$ cat config.mk
export PLATFORM = sky130hd
export DESIGN_NAME = reg_file_sb
export DESIGN_NICKNAME = d
export VERILOG_FILES = /design/src/rtl/reg_file_sb.sv
export SDC_FILE = /design/constraint.sdc
export NUM_CORES = 2
export LEC_CHECK = 0
export ABC_AREA = 1
export CELL_PAD_IN_SITES_DETAIL_PLACEMENT = 1
export CELL_PAD_IN_SITES_GLOBAL_PLACEMENT = 1
export CORE_ASPECT_RATIO = 0.6
export CORE_MARGIN = 4
export CORE_UTILIZATION = 50
export DETAILED_ROUTE_END_ITERATION = 16
export HOLD_SLACK_MARGIN = 0.03
export MAX_ROUTING_LAYER = met4
export PLACE_DENSITY = 0.85
export REMOVE_ABC_BUFFERS = 1
export SKIP_CTS_REPAIR_TIMING = 1
export SYNTH_ARGS = -nofsm -noshare
export SYNTH_HDL_FRONTEND = slang
export SYNTH_SLANG_ARGS = --single-unit
$ cat constraint.sdc
create_clock -name clk -period 113.3 [get_ports clk]
set_input_delay 22.66 -clock clk [delete_from_list [all_inputs] [get_ports clk]]
set_output_delay 22.66 -clock clk [all_outputs]
set_load 0.01 [all_outputs]
$ cat src/rtl/reg_file_sb.sv
// Register file with a per-register busy scoreboard for tracking in-flight producers.
// Reads are combinational, with write-through bypass. A count of pending reservations is kept.
module reg_file_sb #(
    parameter int DATA_W  = 32,
    parameter int ADDR_W  = 5,
    parameter int RST_IDX = 20,
    parameter int RST_VAL = 10,
    parameter bit ZERO_R0 = 1'b0
) (
    input  logic              clk,
    input  logic              rst,
    input  logic              we,
    input  logic [ADDR_W-1:0] waddr,
    input  logic [DATA_W-1:0] wdata,
    input  logic [ADDR_W-1:0] raddr_a,
    input  logic [ADDR_W-1:0] raddr_b,
    output logic [DATA_W-1:0] rdata_a,
    output logic [DATA_W-1:0] rdata_b,
    output logic              busy_a,
    output logic              busy_b,
    input  logic              rsv_en,
    input  logic [ADDR_W-1:0] rsv_addr,
    output logic [ADDR_W:0]   pend_cnt,
    output logic              idle,
    input  logic [ADDR_W-1:0] taddr,
    output logic [DATA_W-1:0] tdata
);

    localparam int DEPTH = 1 << ADDR_W;
    localparam logic [ADDR_W:0] CNT_MAX = ZERO_R0 ? (ADDR_W+1)'(DEPTH - 1)
                                                  : (ADDR_W+1)'(DEPTH);

    logic [DATA_W-1:0] mem [DEPTH];
    logic [DEPTH-1:0]  busy;
    logic [ADDR_W:0]   pendCnt;
    logic [ADDR_W:0]   pendNext;
    logic              wrValid;
    logic              rsvValid;
    logic              incCnt;
    logic              decCnt;
    logic              bypassA;
    logic              bypassB;

    assign wrValid  = we && !(ZERO_R0 && (waddr == '0));
    assign rsvValid = rsv_en && !(ZERO_R0 && (rsv_addr == '0));

    // A same-edge reserve of the written register keeps it busy, so no decrement then.
    assign incCnt = rsvValid && !busy[rsv_addr];
    assign decCnt = wrValid && busy[waddr] && !(rsvValid && (rsv_addr == waddr));

    always_comb begin
        pendNext = pendCnt;
        if (incCnt && !decCnt && (pendCnt != CNT_MAX)) begin
            pendNext = pendCnt + 1'b1;
        end else if (decCnt && !incCnt && (pendCnt != '0)) begin
            pendNext = pendCnt - 1'b1;
        end
    end

    always_ff @(posedge clk or posedge rst) begin
        if (rst) begin
            for (int i = 0; i < DEPTH; i++) begin
                mem[i] <= (i == RST_IDX) ? DATA_W'(RST_VAL) : '0;
            end
            busy    <= '0;
            pendCnt <= '0;
        end else begin
            if (wrValid) begin
                mem[waddr]  <= wdata;
                busy[waddr] <= 1'b0;
            end
            // Placed after the clear so a new producer wins on the same register.
            if (rsvValid) begin
                busy[rsv_addr] <= 1'b1;
            end
            pendCnt <= pendNext;
        end
    end

    assign bypassA = wrValid && (waddr == raddr_a);
    assign bypassB = wrValid && (waddr == raddr_b);

    assign rdata_a = bypassA ? wdata : ((ZERO_R0 && (raddr_a == '0)) ? '0 : mem[raddr_a]);
    assign rdata_b = bypassB ? wdata : ((ZERO_R0 && (raddr_b == '0)) ? '0 : mem[raddr_b]);
    assign tdata   = (ZERO_R0 && (taddr == '0)) ? '0 : mem[taddr];

    assign busy_a = busy[raddr_a] && !bypassA;
    assign busy_b = busy[raddr_b] && !bypassB;

    assign pend_cnt = pendCnt;
    assign idle     = (pendCnt == '0);

endmodule

## Word level (Yosys, flattened, before mapping)

Cells that the tools add are included.

- Latch bits: 0
- Memory bits (writable): 0
- Logic and storage cells: 112
- Register bits after elaboration: 1,062
- Memories: 0
- Input port bits: 61
- Bits in read-only memories: 0

- Muxes and demuxes: 30
- $mul: 0
- Bitwise operators: 7
- Eq/ne operators: 4
- Reduce and logical (&&, ||, !) cells: 24
- Shift-type cells: 0
- Add/sub/neg operators: 2
- Div/mod/pow operators: 0
- Magnitude comparators: 11

Operators by type and width:

| kind | number |
|---|---|
| 1024-bit bitwise mux | 1 |
| 32-bit binary-select mux with 5-bit select | 3 |
| 32-bit two-way mux | 11 |
| 32-bit demux with 5-bit select | 1 |
| 32-bit AND | 1 |
| 32-bit inverter | 1 |
| 32-bit OR | 1 |
| 6-bit greater-or-equal comparator, second input constant | 4 |
| 5-bit by 6-bit less-than comparator with 1-bit output, second input constant | 4 |
| 5-bit inverter with 6-bit output | 4 |
| 1-bit binary-select mux with 5-bit select | 4 |
| 5-bit equality test | 3 |
| 1-bit logical AND | 15 |
| 6-bit two-way mux | 2 |
| 1-bit demux with 5-bit select | 2 |
| 5-bit by 1-bit greater-or-equal comparator with 1-bit output, second input constant | 2 |
| 6-bit by 1-bit adder with 6-bit output, second input constant | 1 |
| 1-bit zero test | 6 |
| 6-bit zero test | 1 |
| 6-bit by 1-bit less-than comparator with 1-bit output, second input constant | 1 |
| 1-bit two-way mux | 6 |
| 6-bit inequality test, second input constant | 1 |
| 6-bit nonzero test | 1 |
| 6-bit by 1-bit subtractor with 6-bit output, second input constant | 1 |
| 2-bit nonzero test | 1 |

## Longest topological paths before layout

- Depth after elaboration: 9
- Depth in mapped cells: 24

## Worst setup path before layout

OpenSTA, ideal clock, no wires.

- Path type: input-to-output
- Start: in raddr_a[0]
- End: out rdata_a[26]
- Slack: 66.637 ns
- Required time: 90.640 ns
- Arrival time: 24.003 ns
- Buffers on the path: 6
- Stages: 9
- Path through: buf_6 > buf_6 > buf_6 > buf_6 > a21oi_1 > nand3_1 > buf_2 > clkbuf_1 > o21ai_0

- Longest elaborated chain between the ends: 5

RTL lines:

| what | RTL line | source |
|---|---|---|
| start, declared | 15 | `input logic [ADDR_W-1:0] raddr_a,` |
| 5-bit inverter with 6-bit output (implied by the code) | 83 | `assign rdata_a = bypassA ? wdata : ((ZERO_R0 && (raddr_a == '0)) ? '0 : mem[raddr_a]);` |
| 32-bit binary-select mux with 5-bit select | 83 |  |
| 32-bit two-way mux (implied by the code) (2 in series) | 83 |  |
| 32-bit two-way mux (*) | 83 |  |
| end, declared | 17 | `output logic [DATA_W-1:0] rdata_a,` |

Mark *: on every way between the ends. The rest lies on a longest branch, timed or not. The select of a mux whose other input is x is not followed.

## Final worst setup path

- Start: in taddr[0]
- End: out tdata[29]

- Longest elaborated chain between the ends: 4

RTL lines:

| what | RTL line | source |
|---|---|---|
| start, declared | 25 | `input logic [ADDR_W-1:0] taddr,` |
| 5-bit inverter with 6-bit output (implied by the code) | 85 | `assign tdata = (ZERO_R0 && (taddr == '0)) ? '0 : mem[taddr];` |
| 32-bit binary-select mux with 5-bit select | 85 |  |
| 32-bit two-way mux (implied by the code) (2 in series) | 85 |  |
| end, declared | 26 | `output logic [DATA_W-1:0] tdata` |

No other way between the ends. The select of a mux whose other input is x is not followed.

==> metrics.cfg <==
[worst_setup_path]
cp_max_fo = 180
cp-end-kind = output pin
startpoint_type = input pin
regToRegSetupSlack_ns = 110.26
path_class = in -> out
worstPathRequired_ns = 90.64
cp.arrival_ns = 28.02

[drt]
drtIter0Drc = 12062
drt_wl_total_mm = 334
vias_per_cell = 7.24
dr_total_vias = 79597
ant_nets = 0
wl_per_cell_um = 30.4
drc_errors = 0
firstDrtPassIters = 6

[synthesis]
ys_top_cells_by_area = dfrtp_1, o21ai_0, nor2_1
syn_area_um2 = 67200
netlist_instances = 9686
yosysWarnings = 0
avgSynthCellArea_um2 = 6.94
synthArstFlopShare_pct = 100
synth_top_area_share_pct = 39.5
yosys-top-cells-count = o21ai_0, nor2_1, dfrtp_1
synth_seq_cells = 1062
ys_seq_area_share_pct = 39.5
synth_area_leader_cell = dfrtp_1
synth.most_common_cell = o21ai_0
synth_cell_types = 43
synth_edf_count = 0
ys.flop_type = dfrtp_1

[placed_design]
place.gp.congestion = 0.933
place_area_um2 = 68000
hpwl_mm = 180
io_buffers = 165

[clock_tree]
clock_path_buffers = 3
cts_tree = done
clock-sinks = 1062
cts_max_level = 3
cts_root_buf = clkbuf_16
clk_latency_ns = 0.75
numCtsBuffers = 107
clk_pin_slew_ns = 0.07

[grt]
grt_pass1_vias = 78518
gr-total-overflow = 0
use_met3_pct = 14.4
met2_usage_pct = 65.8
grt_pass1_wl_mm = 499
grt_max_degree = 181
grt_antenna_before_repair = 12
grt_usage_pct = 47.4
busiest_layer = met2
grtUsageMet1_pct = 60.9

[floorplan]
die_h_um = 292
start_util_pct = 50.7
rows = 103
die_area_um2 = 141000
coreArea_um2 = 132000
die_w_um = 481
pin_count = 166

[sta]
final-setup-viol-count = 0
min_period_over_period_pct = 44.7
slew_headroom_pct = 9.25
hold_violations = 0
rsz0062_at_grt = false
fin_skew_ns = 0.00990
period_needed_ns = 50.68
clock.fmax_ghz = 0.0197
final_max_slew_viol_count = 0
worst_hold_slack_ns = 0.533
tns_ns = 0
worstMarginPinSlew_ns = 1.36

[hold_path]
hold_class = reg -> reg

[power_and_ir_drop]
power.leakage_uw = 0.0293
swShare_pct = 37.0
internal_power_uw = 791
power_frac_clock_pct = 31.5
power_frac_comb_pct = 24.7
pwr-share-seq_pct = 43.8
p_sw_uw = 465
peakVddDrop_mv = 0.0117
cellPowerDensity_nw_per_um2 = 17.5

[layout]
drive_gt1_share_pct = 4.40
final_cell_area_um2 = 71800
nets = 9159
nFillCells = 17030
syn2layout_area_growth_pct = 6.80

[run]
drv_cap = 0

[run_status]
status = finished clean

-- kinds of logic (layout without fill, tap and decap cells) --
kind of cell | Yosys count | after routing | synth area share [%]
AO/OA/AOI/OAI | 4256 | 4256 | 34.6
XOR/XNOR | 4 | 4 | 0.0521
adder cells (fa/ha/maj) | 5 | 5 | 0.104
buffers and inverters | 1274 | 771 | 8.10
flip-flops | 1062 | 1062 | 39.5
other | 0 | 19 | 0
AND/OR/NAND/NOR | 3085 | 3085 | 17.6
-- critical path, cell delays in order --
cell	delay (ns)
buf_8	0.18
inv_8	0.78
buf_4	0.84
buf_4	0.77
buf_4	0.83
o21ai_0	0.19
o221ai_1	0.20
nand3_1	0.15
a32oi_1	0.60
clkdlybuf4s50_1	0.66
-- state kept, by name (all words and copies together) (netlist names) --
register	cells
busy	32
mem	1024
pend_cnt	6
-- final timing paths --
| check | to | start | depth (start not counted) |
|---|---|---|---|
| setup / recovery | tdata[29] | taddr[0] | 10 |
| hold / removal | mem[808] | mem[808] | 2 |
| setup reg to reg | pend_cnt[5] | busy[3] | 21 |
| hold reg to reg | mem[808] | mem[808] | 2 |
| max in group asynchronous | mem[410] | rst | 5 |
| min in group asynchronous | mem[112] | rst | 2 |
-- layout by cell type, fill, tap and decap left out, types with 12 or more instances in the layout --
| cell | n |
|---|---|
| clkdlybuf4s50_1 | 150 |
| inv_1 | 221 |
| o21bai_1 | 16 |
| nand3_1 | 120 |
| clkbuf_1 | 21 |
| o22ai_1 | 443 |
| nor2_1 | 1887 |
| clkinv_2 | 43 |
| dfrtp_1 | 1060 |
| o221ai_1 | 186 |
| nor2_4 | 13 |
| clkbuf_8 | 20 |
| o21ai_1 | 121 |
| buf_4 | 137 |
| a32oi_1 | 26 |
| o21ai_0 | 2702 |
| nor3_1 | 14 |
| bufinv_16 | 15 |
| a31oi_1 | 40 |
| diode_2 | 19 |
| o211ai_1 | 179 |
| nand2_1 | 1028 |
| a21oi_1 | 531 |
| clkbuf_16 | 109 |
| inv_2 | 12 |
-- routing by layer --
metal / vias to the layer above / routed length, um
met5: - / 0
met4: 0 / 22900
met3: 1663 / 49600
met2: 6375 / 137000
met1: 39133 / 125000
li1: 32426 / -
-- final cells by class --
cell class	instances	area, um^2	share of cell area (%)
multi-input cells	7350	35300	49.2
flip-flops and latches	1062	26600	37.0
clock buffers	149	3070	4.27
repair buffers	303	2780	3.87
well taps	1785	2230	3.11
inverters	269	1120	1.56
clock inverters	50	672	0.936
diodes	19	47.5	0.0662
-- metrics by stage --
| stage | std cells | util [%] | power, uW | setup WS [ns] |
|---|---|---|---|---|
| after floorplan | 8681 | - | 713 | 60.75 |
| after global placement | 10769 | 51.3 | 821 | 63.01 |
| after detailed placement | 10769 | 51.3 | 846 | 62.92 |
| after CTS | 10968 | 54.1 | 1240 | 62.93 |
| after global routing | 10984 | 54.2 | 1310 | 62.55 |
| final | 10987 | 54.2 | 1260 | 62.62 |
-- power by group through the flow --
| stage | Clock [uW] | Combinational, uW | Sequential [uW] |
|---|---|---|---|
| after CTS | 394 | 300 | 545 |
| after detailed placement | 0 | 297 | 550 |
| after global routing | 410 | 340 | 560 |
| after floorplan | 0 | 192 | 521 |
| after global placement | 0 | 278 | 544 |
| final | 396 | 310 | 550 |
Note: power is estimated with default switching activity, not from simulation.
